### src/rtl/path_delay_monitor.sv
// rtl/path_delay_monitor.sv - source-to-destination path delay monitor with transition classification
// Measures edges between a source change and the next destination change, checking against a 12-entry table.
module path_delay_monitor #(
    parameter int DW      = 8,
    parameter int TOL     = 0,
    parameter int TIMEOUT = 255
) (
    input  logic          clk,
    input  logic          rst_n,
    input  logic [1:0]    src_code,
    input  logic [1:0]    dst_code,
    input  logic          cfg_we,
    input  logic [3:0]    cfg_idx,
    input  logic [DW-1:0] cfg_data,
    output logic          meas_valid,
    output logic [3:0]    meas_kind,
    output logic [DW-1:0] meas_delay,
    output logic          meas_err,
    output logic          spur,
    output logic          timeout
);

    typedef enum logic {IDLE, WAIT} state_t;

    localparam logic [DW:0] TMO_W = (DW+1)'(TIMEOUT);
    localparam logic [DW:0] TOL_W = (DW+1)'(TOL);

    state_t        state_q, state_d;
    logic [DW-1:0] cnt_q, cnt_d;
    logic [1:0]    src_prev_q, dst_prev_q;
    logic [DW-1:0] tbl_q [12];

    logic          meas_valid_q, meas_err_q, spur_q, timeout_q;
    logic [3:0]    meas_kind_q;
    logic [DW-1:0] meas_delay_q;

    logic          src_chg, dst_chg;
    logic          rpt, spur_d, timeout_d, err_d;
    logic [DW-1:0] rpt_delay;
    logic [3:0]    kind;
    logic [DW:0]   cnt_inc, diff, a_w, b_w;

    // Encoding: 0 = logic 0, 1 = logic 1, 2 = x, 3 = z.
    function automatic logic [3:0] kind_of(input logic [1:0] p, input logic [1:0] c);
        logic [3:0] k;
        case ({p, c})
            4'b0001: k = 4'd0;
            4'b0100: k = 4'd1;
            4'b0011: k = 4'd2;
            4'b1101: k = 4'd3;
            4'b0111: k = 4'd4;
            4'b1100: k = 4'd5;
            4'b0010: k = 4'd6;
            4'b1001: k = 4'd7;
            4'b0110: k = 4'd8;
            4'b1000: k = 4'd9;
            4'b1011: k = 4'd10;
            4'b1110: k = 4'd11;
            default: k = 4'd0;
        endcase
        return k;
    endfunction

    assign src_chg = (src_code != src_prev_q);
    assign dst_chg = (dst_code != dst_prev_q);
    assign cnt_inc = {1'b0, cnt_q} + {{DW{1'b0}}, 1'b1};
    assign kind    = kind_of(dst_prev_q, dst_code);

    always_comb begin
        state_d   = state_q;
        cnt_d     = cnt_q;
        rpt       = 1'b0;
        rpt_delay = '0;
        spur_d    = 1'b0;
        timeout_d = 1'b0;
        case (state_q)
            IDLE: begin
                if (src_chg && dst_chg) begin
                    rpt = 1'b1;
                end else if (src_chg) begin
                    state_d = WAIT;
                    cnt_d   = '0;
                end else if (dst_chg) begin
                    spur_d = 1'b1;
                end
            end
            WAIT: begin
                if (dst_chg) begin
                    rpt       = 1'b1;
                    rpt_delay = cnt_inc[DW-1:0];
                    cnt_d     = '0;
                    // A coincident source change opens the next measurement at this edge.
                    state_d   = src_chg ? WAIT : IDLE;
                end else if (src_chg) begin
                    cnt_d = '0;
                end else if (cnt_inc == TMO_W) begin
                    timeout_d = 1'b1;
                    cnt_d     = '0;
                    state_d   = IDLE;
                end else begin
                    cnt_d = cnt_inc[DW-1:0];
                end
            end
            default: state_d = IDLE;
        endcase
    end

    always_comb begin
        a_w   = {1'b0, rpt_delay};
        b_w   = {1'b0, tbl_q[kind]};
        diff  = (a_w >= b_w) ? (a_w - b_w) : (b_w - a_w);
        err_d = (diff > TOL_W);
    end

    always_ff @(posedge clk or negedge rst_n) begin
        if (!rst_n) begin
            state_q      <= IDLE;
            cnt_q        <= '0;
            src_prev_q   <= 2'b00;
            dst_prev_q   <= 2'b00;
            meas_valid_q <= 1'b0;
            meas_kind_q  <= 4'd0;
            meas_delay_q <= '0;
            meas_err_q   <= 1'b0;
            spur_q       <= 1'b0;
            timeout_q    <= 1'b0;
            for (int i = 0; i < 12; i++) tbl_q[i] <= '0;
        end else begin
            state_q      <= state_d;
            cnt_q        <= cnt_d;
            src_prev_q   <= src_code;
            dst_prev_q   <= dst_code;
            meas_valid_q <= rpt;
            meas_err_q   <= rpt & err_d;
            spur_q       <= spur_d;
            timeout_q    <= timeout_d;
            if (rpt) begin
                meas_kind_q  <= kind;
                meas_delay_q <= rpt_delay;
            end
            if (cfg_we && (cfg_idx < 4'd12)) tbl_q[cfg_idx] <= cfg_data;
        end
    end

    assign meas_valid = meas_valid_q;
    assign meas_kind  = meas_kind_q;
    assign meas_delay = meas_delay_q;
    assign meas_err   = meas_err_q;
    assign spur       = spur_q;
    assign timeout    = timeout_q;

endmodule

### config.mk
export PLATFORM = sky130hd
export DESIGN_NAME = path_delay_monitor
export DESIGN_NICKNAME = d
export VERILOG_FILES = /design/src/rtl/path_delay_monitor.sv
export SDC_FILE = /design/constraint.sdc
export NUM_CORES = 1
export LEC_CHECK = 0
export CELL_PAD_IN_SITES_DETAIL_PLACEMENT = 1
export CELL_PAD_IN_SITES_GLOBAL_PLACEMENT = 2
export CORE_ASPECT_RATIO = 0.9
export CORE_MARGIN = 2
export CORE_UTILIZATION = 42
export CTS_BUF_LIST = sky130_fd_sc_hd__clkbuf_4
export CTS_CLUSTER_DIAMETER = 50
export DETAILED_ROUTE_END_ITERATION = 8
export GPL_TIMING_DRIVEN = 1
export MAX_ROUTING_LAYER = met4
export PLACE_DENSITY = 0.81
export SETUP_SLACK_MARGIN = 0.2
export SLEW_MARGIN = 20
export SYNTH_ARGS = -nofsm -noshare
export SYNTH_HDL_FRONTEND = slang
export SYNTH_SLANG_ARGS = --single-unit
### constraint.sdc
create_clock -name clk -period 4.37 [get_ports clk]
set_input_delay 0.874 -clock clk [delete_from_list [all_inputs] [get_ports clk]]
set_output_delay 0.874 -clock clk [all_outputs]
set_load 0.01 [all_outputs]
==> results of run 1 <==
==> placed cells by master, fill, tap and decap left out, types with 8 or more instances in the layout <==
cell type and count:
o21ai_1 9, a21o_1 9, a21oi_1 18, nand2_1 96
xnor2_1 10, nor2_1 28, clkbuf_4 18, o21ai_0 13
buf_4 55, nand3_1 12, mux2i_1 14, dfrtp_1 124
mux2_2 102, o211ai_1 10, nor2b_1 9, a211oi_1 8
inv_1 14, and2_1 10, ha_1 18, clkdlybuf4s50_1 31
==> final timing paths <==
| check | from | end | cells after the start |
|---|---|---|---|
| max | dst_prev_q[0] | meas_err | 14 |
| min | rst_n | cnt_q[7] | 1 |
| max reg2reg | dst_prev_q[0] | meas_err | 14 |
| min reg2reg | meas_delay[6] | meas_delay[6] | 2 |
| max in group asynchronous | rst_n | tbl_q[41] | 2 |
| min in group clk | meas_delay[6] | meas_delay[6] | 2 |
==> stage by stage <==
step           hold WS, ns  worst slack, ns  cells
6_report            0.3373           0.5216    936
5_1_grt             0.3377           0.2805    936
4_1_cts             0.3159           0.2018    928
3_5_place_dp        0.4665          -0.4282    893
3_3_place_gp        0.4589          -0.3798    893
2_1_floorplan       0.4706           0.4068    633
==> layer usage <==
layer / global-route usage, % / wire length, um
met5: - / 0
met2: 37.74 / 9353
met3: 4.518 / 563
met1: 29.14 / 8202
met4: 7.023 / 374
==> registers in the layout (all words and copies together), names as in the netlist <==
| signal | count |
|---|---|
| meas_err | 1 |
| tbl_q | 96 |
| state_q | 1 |
| meas_kind | 4 |
| spur | 1 |
| meas_delay | 8 |
| src_prev_q | 2 |
| meas_valid | 1 |
| cnt_q | 8 |
| dst_prev_q | 2 |
| timeout | 1 |
==> power by group through the flow <==
stage,Sequential (uW),Clock (uW),Combinational (uW)
after detailed placement,1530,0,1040
after floorplan,1490,0,657
after global placement,1510,0,993
after CTS,1510,886,1050
final,1510,856,1120
after global routing,1540,933,1230
==> cells by family (layout without fill, tap and decap cells) <==
| family | count (synthesis) | in the layout | synth area share [%] |
|---|---|---|---|
| AOI/OAI and AO/OA | 110 | 111 | 11.55 |
| muxes | 118 | 118 | 19.49 |
| and+or+nand+nor | 191 | 191 | 12.96 |
| xor gates and xnor gates | 14 | 14 | 1.809 |
| adders and majority gates | 24 | 24 | 4.430 |
| buffers and inverters | 51 | 146 | 3.617 |
| DFF | 125 | 125 | 46.14 |
==> cell usage after synthesis, types with 4 or more instances <==
cell type | n | area, sq um
nand3b_1 | 4 | 30.03
nand3_1 | 13 | 65.06
nor2_1 | 30 | 112.6
o211ai_1 | 10 | 75.07
nor3_1 | 4 | 20.02
a311o_1 | 6 | 60.06
a21o_1 | 9 | 67.56
mux2_2 | 102 | 1149
or3_1 | 6 | 37.54
mux2i_1 | 15 | 150.1
a211oi_1 | 14 | 105.1
nor2b_1 | 9 | 56.30
nand2_1 | 96 | 360.4
and2_1 | 10 | 62.56
inv_1 | 16 | 60.06
dfrtp_1 | 125 | 3128
buf_2 | 12 | 60.06
xor2_1 | 4 | 35.03
a21oi_1 | 25 | 125.1
buf_4 | 4 | 30.03
nand2b_1 | 4 | 25.02
clkbuf_1 | 15 | 56.30
o21ai_0 | 19 | 95.09
ha_1 | 24 | 300.3
xnor2_1 | 10 | 87.58
==> layout make-up <==
type / count / area [sq um]
clock buffers: 18 / 135.1
clock inverters: 14 / 160.2
fillers: 1757 / 7689
inverters: 16 / 60.06
multi-input cells: 458 / 3601
flip-flops and latches: 125 / 3129
well taps: 207 / 259.0
repair buffers: 98 / 932.1
==> repair_timing <==
| action | in CTS | in global routing |
|---|---|---|
| cloned | 1 | 3 |
| buffers inserted | 2 | 5 |
| endpoints found under the hold margin | 0 | 0 |
| resized for setup | 6 | 42 |
| setup endpoints to repair | 1 | 1 |
| pin swaps | 2 | 14 |
==> qor.yml, run 1 <==
sta:
  fin_crit_ns: 3.848
  max_freq_mhz: 259.8
  tightestPinTransition_ns: 0.9098
  setup_violations: 0
  max_slew_margin_pct: 39.12
  rsz0062_at_grt: "no"
  setup_tns_ns: 0
  finalHoldViolCount: 0
  fin_crit_sh_pct: 88.06
  finClkSkew_ns: 0.01459
  maxSlewViolCount: 0
critical_path:
  worstPathCellList: "nand3_4, o21ai_4, mux2_2, o21ai_0, o221a_2, inv_1, ha_1, nand2_1, o31ai_2, buf_4, buf_4, nand4_1, a2111oi_2, a311oi_1"
  cp.arrival_ns: 4.28
  crit_fanout: 10
  endpoint_kind: "register"
  crit_top_cell: "buf_4"
  required_ns: 4.80
  critical_path.top_delay_family: "compound AO/OA/AOI/OAI gates"
  crit_buf_inv: 3
  startpoint_type: "register"
  slowest_delay_ns: 0.78
  rrSetupSlack_ns: 0.52
  crit_slowest_cell: "dfrtp_1"
  path_class: "register to register"
route:
  num_vias: 5144
  wire_per_inst_um: 19.76
  drc: 0
  wl_um: 18490
  ant_nets: 0
  drt-initial-drc-count: 182
  via_per_inst: 5.496
  firstDrtPassIters: 4
synth:
  yosysWarnings: 0
  ys_ff_latch: 125
  async_flop_share_pct: 100.0
  ys_types: 57
  synth_ff_type: "dfrtp_1"
  synthesis.area_sq_um: 6779
  avgSynthCellArea_sq_um: 10.71
  ys_seq_area_share_pct: 46.14
  syn_nets: 676
  synth_edf_count: 0
  netlist_instances: 633
floorplanning:
  coreArea_sq_um: 15970
  die-area_sq_um: 17170
  die_h_um: 124.5
  die_x_um: 137.9
  initial_core_util_pct: 42.46
  io_pins: 35
  num_rows: 44
grt:
  track_usage_pct: 23.17
  grt_antenna_before_repair: 0
  globalRouteOverflowTotal: 0
  grt_max_degree: 77
  grt_pass1_wl_um: 29330
  grt_pass1_vias: 5493
layout:
  n_antenna_cell: 0
  stdcell_area_sq_um: 8277
  nNetsFinal: 759
  final_util_pct: 51.84
  area_growth_pct: 22.09
  drive_gt1_share_pct: 34.02
power:
  switchingPower_uw: 1166
  p_int_uw: 2324
  p_clk_share_pct: 24.5
  p_seq_share_pct: 43.3
  netSwitchingFraction_pct: 33.41
  total_power_uw: 3489
  p_comb_share_pct: 32.2
  leakagePower_uw: 0.003714
  vdd_ir_drop_max_v: 0.0002342
  power.density_nw_per_um2: 421.6
cts:
  clk_latency_ns: 0.55
  cts.root.buffer_cell: "clkbuf_4"
  ctsLongestPathBuffers: 2
  clkTransAtPathRegs_ns: 0.13
  clock-sinks: 125
  cts_made_buffers: 17
  clock_tree.htree_level_count: 4
  cts_tree: "done"
  hold_buffers: 0
place:
  io_buffers: 34
  placed_area_sq_um: 7651
  dpl.hpwl_um: 13020
  gp_congestion: 0.8765
job:
  cap_viol_max_count: 0
run_status:
  outcome: "finished clean"
worst_hold_path:
  min_path_type: "input pin to async pin"
Note: power is estimated with default switching activity, not from simulation.
==> run 2: changes to the inputs <==
- REMOVE_ABC_BUFFERS: unset -> 1
==> run 2 against run 1 <==
Maximum frequency is 3.8% lower. Non-clock buffer count is 7 higher. Die area stayed put. Hold slack worse by 0.15 ns. Cell count is 0.64% higher. Utilization hardly changed. Combinational power hardly changed. Clock-buffer cell count stayed put.
==> qor.yml, run 2 (synthesis results as in run 1) <==
run_status:
  outcome: "finished clean"
sta:
  max_slew_margin_pct: 31.89
  setup_violations: 0
  max_freq_mhz: 250.0
  finClkSkew_ns: 0.01556
  maxSlewViolCount: 0
  finalHoldViolCount: 0
  fin_crit_sh_pct: 91.54
  fin_crit_ns: 4.000
  tightestPinTransition_ns: 1.018
  rsz0062_at_grt: "no"
  layout_setup_ws_ns: 0.3698
cts:
  cts_tree: "done"
  clk_latency_ns: 0.55
  cts.root.buffer_cell: "clkbuf_4"
  clkTransAtPathRegs_ns: 0.13
  cts_made_buffers: 17
  clock-sinks: 125
  clock_tree.htree_level_count: 4
  ctsLongestPathBuffers: 2
layout:
  area_growth_pct: 22.04
  final_cell_mix: "125 x dfrtp_1, 102 x mux2_2, 95 x nand2_1"
  top_register: "tbl_q"
  final_common_cell: "dfrtp_1"
  drive_gt1_share_pct: 33.61
  largest_reg_flops: 96
  final_util_pct: 51.82
  nNetsFinal: 765
  stdcell_area_sq_um: 8273
  n_antenna_cell: 0
floorplanning:
  coreArea_sq_um: 15970
  num_rows: 44
  die_x_um: 137.9
  die-area_sq_um: 17170
  initial_core_util_pct: 42.46
  io_pins: 35
  die_h_um: 124.5
place:
  pre_cts_ws_ns: -0.6622
  placed_area_sq_um: 7724
  dpl.hpwl_um: 13490
  gp_congestion: 0.8456
  io_buffers: 34
grt:
  track_usage_pct: 24.08
  grt_pass1_wl_um: 30530
  grt_pass1_vias: 5487
  globalRouteOverflowTotal: 0
  grt_antenna_before_repair: 0
  grt_max_degree: 107
route:
  drt-initial-drc-count: 278
  drc: 0
  via_per_inst: 5.478
  wire_per_inst_um: 20.23
  firstDrtPassIters: 4
  wl_um: 19060
  num_vias: 5160
  ant_nets: 0
critical_path:
  cp.arrival_ns: 4.40
  endpoint_kind: "register"
  path_class: "input pin to register"
  crit_fanout: 6
  startpoint_type: "input pin"
  required_ns: 4.77
power:
  vdd_ir_drop_max_v: 0.0001936
  leakagePower_uw: 0.003715
  power.density_nw_per_um2: 413.2
job:
  cap_viol_max_count: 0
worst_hold_path:
  min_path_type: "input pin to async pin"
## run 2: changes by cell type in the layout (fill, tap and decap cells not counted), moves of 4 or more
cell,previous run,this run
o21ai_1,9,3
buf_4,55,60
o21ai_0,13,18
clkinvlp_4,1,5
## run 2: critical path, cell delays in order
cell            delay [ns]
dlymetal6s2s_1        0.15
buf_6                 0.14
ha_1                  0.20
a21oi_2               0.18
a22oi_4               0.12
buf_12                0.17
buf_16                0.13
buf_4                 0.13
a211oi_1              0.22
a21oi_1               0.08
buf_4                 0.16
a21o_1                0.15
ha_1                  0.16
and2b_2               0.26
nor3_2                0.05
o31ai_2               0.24
buf_4                 0.18
o211ai_1              0.08
a31o_2                0.28
a2111oi_4             0.32
a311oi_1              0.09
## run 2: repair_timing
item,4_1_cts,5_1_grt
buffers inserted,8,0
setup endpoints to repair,1,1
hold buffers,0,0
cloned,1,0
pin swaps,10,4
gates resized for setup,21,18
## run 2: power by group
group          total [uW]  switching (uW)  internal [uW]
Clock                 756             470            285
Combinational        1140             547            597
Sequential           1520             137           1380
## run 2: layer usage
metal | part of all wire, % | track usage [%] | vias up | wire length, um
met3 | 2.9 | 4.436 | 14 | 558
met1 | 48 | 33.62 | 2676 | 9109
li1 | - | - | 2421 | -
met4 | 0.98 | 5.222 | 0 | 187
met2 | 48 | 36.72 | 49 | 9200
met5 | 0 | - | - | 0
## run 2: final timing paths
path,from,end,slack [ns],cells past startpoint
max,dst_code[0],meas_err,0.37,21
min in group clk,meas_delay[3],meas_delay[3],0.49,2
min reg2reg,meas_delay[3],meas_delay[3],0.49,2
min,rst_n,src_prev_q[0],0.18,1
max in group asynchronous,rst_n,tbl_q[57],3.30,2
max reg2reg,dst_prev_q[1],meas_err,0.44,15
## run 2: final cells by class
class,count,area (sq um)
fillers,1736,7692
clock inverters,14,121.4
multi-input cells,457,3580
flip-flops and latches,125,3128
repair buffers,105,989.7
clock buffers,18,135.1
inverters,16,60.06
well taps,207,259.0
## run 2: through the flow
| step | hold WS (ns) | setup TNS, ns | std cells | power [uW] |
|---|---|---|---|---|
| 2_1_floorplan | 0.4706 | -0.3211 | 598 | 2124 |
| 6_report | 0.1835 | 0 | 942 | 3419 |
| 4_1_cts | 0.1514 | 0 | 942 | 3410 |
| 3_3_place_gp | 0.4577 | -0.5147 | 901 | 2540 |
| 5_1_grt | 0.1448 | 0 | 942 | 3631 |
| 3_5_place_dp | 0.4685 | -0.6622 | 901 | 2600 |
==> run 3: changes to the inputs <==
- GPL_TIMING_DRIVEN: 1 -> unset
==> results of run 3 <==
Final layout, timing and power as in run 2 (identical DEF).
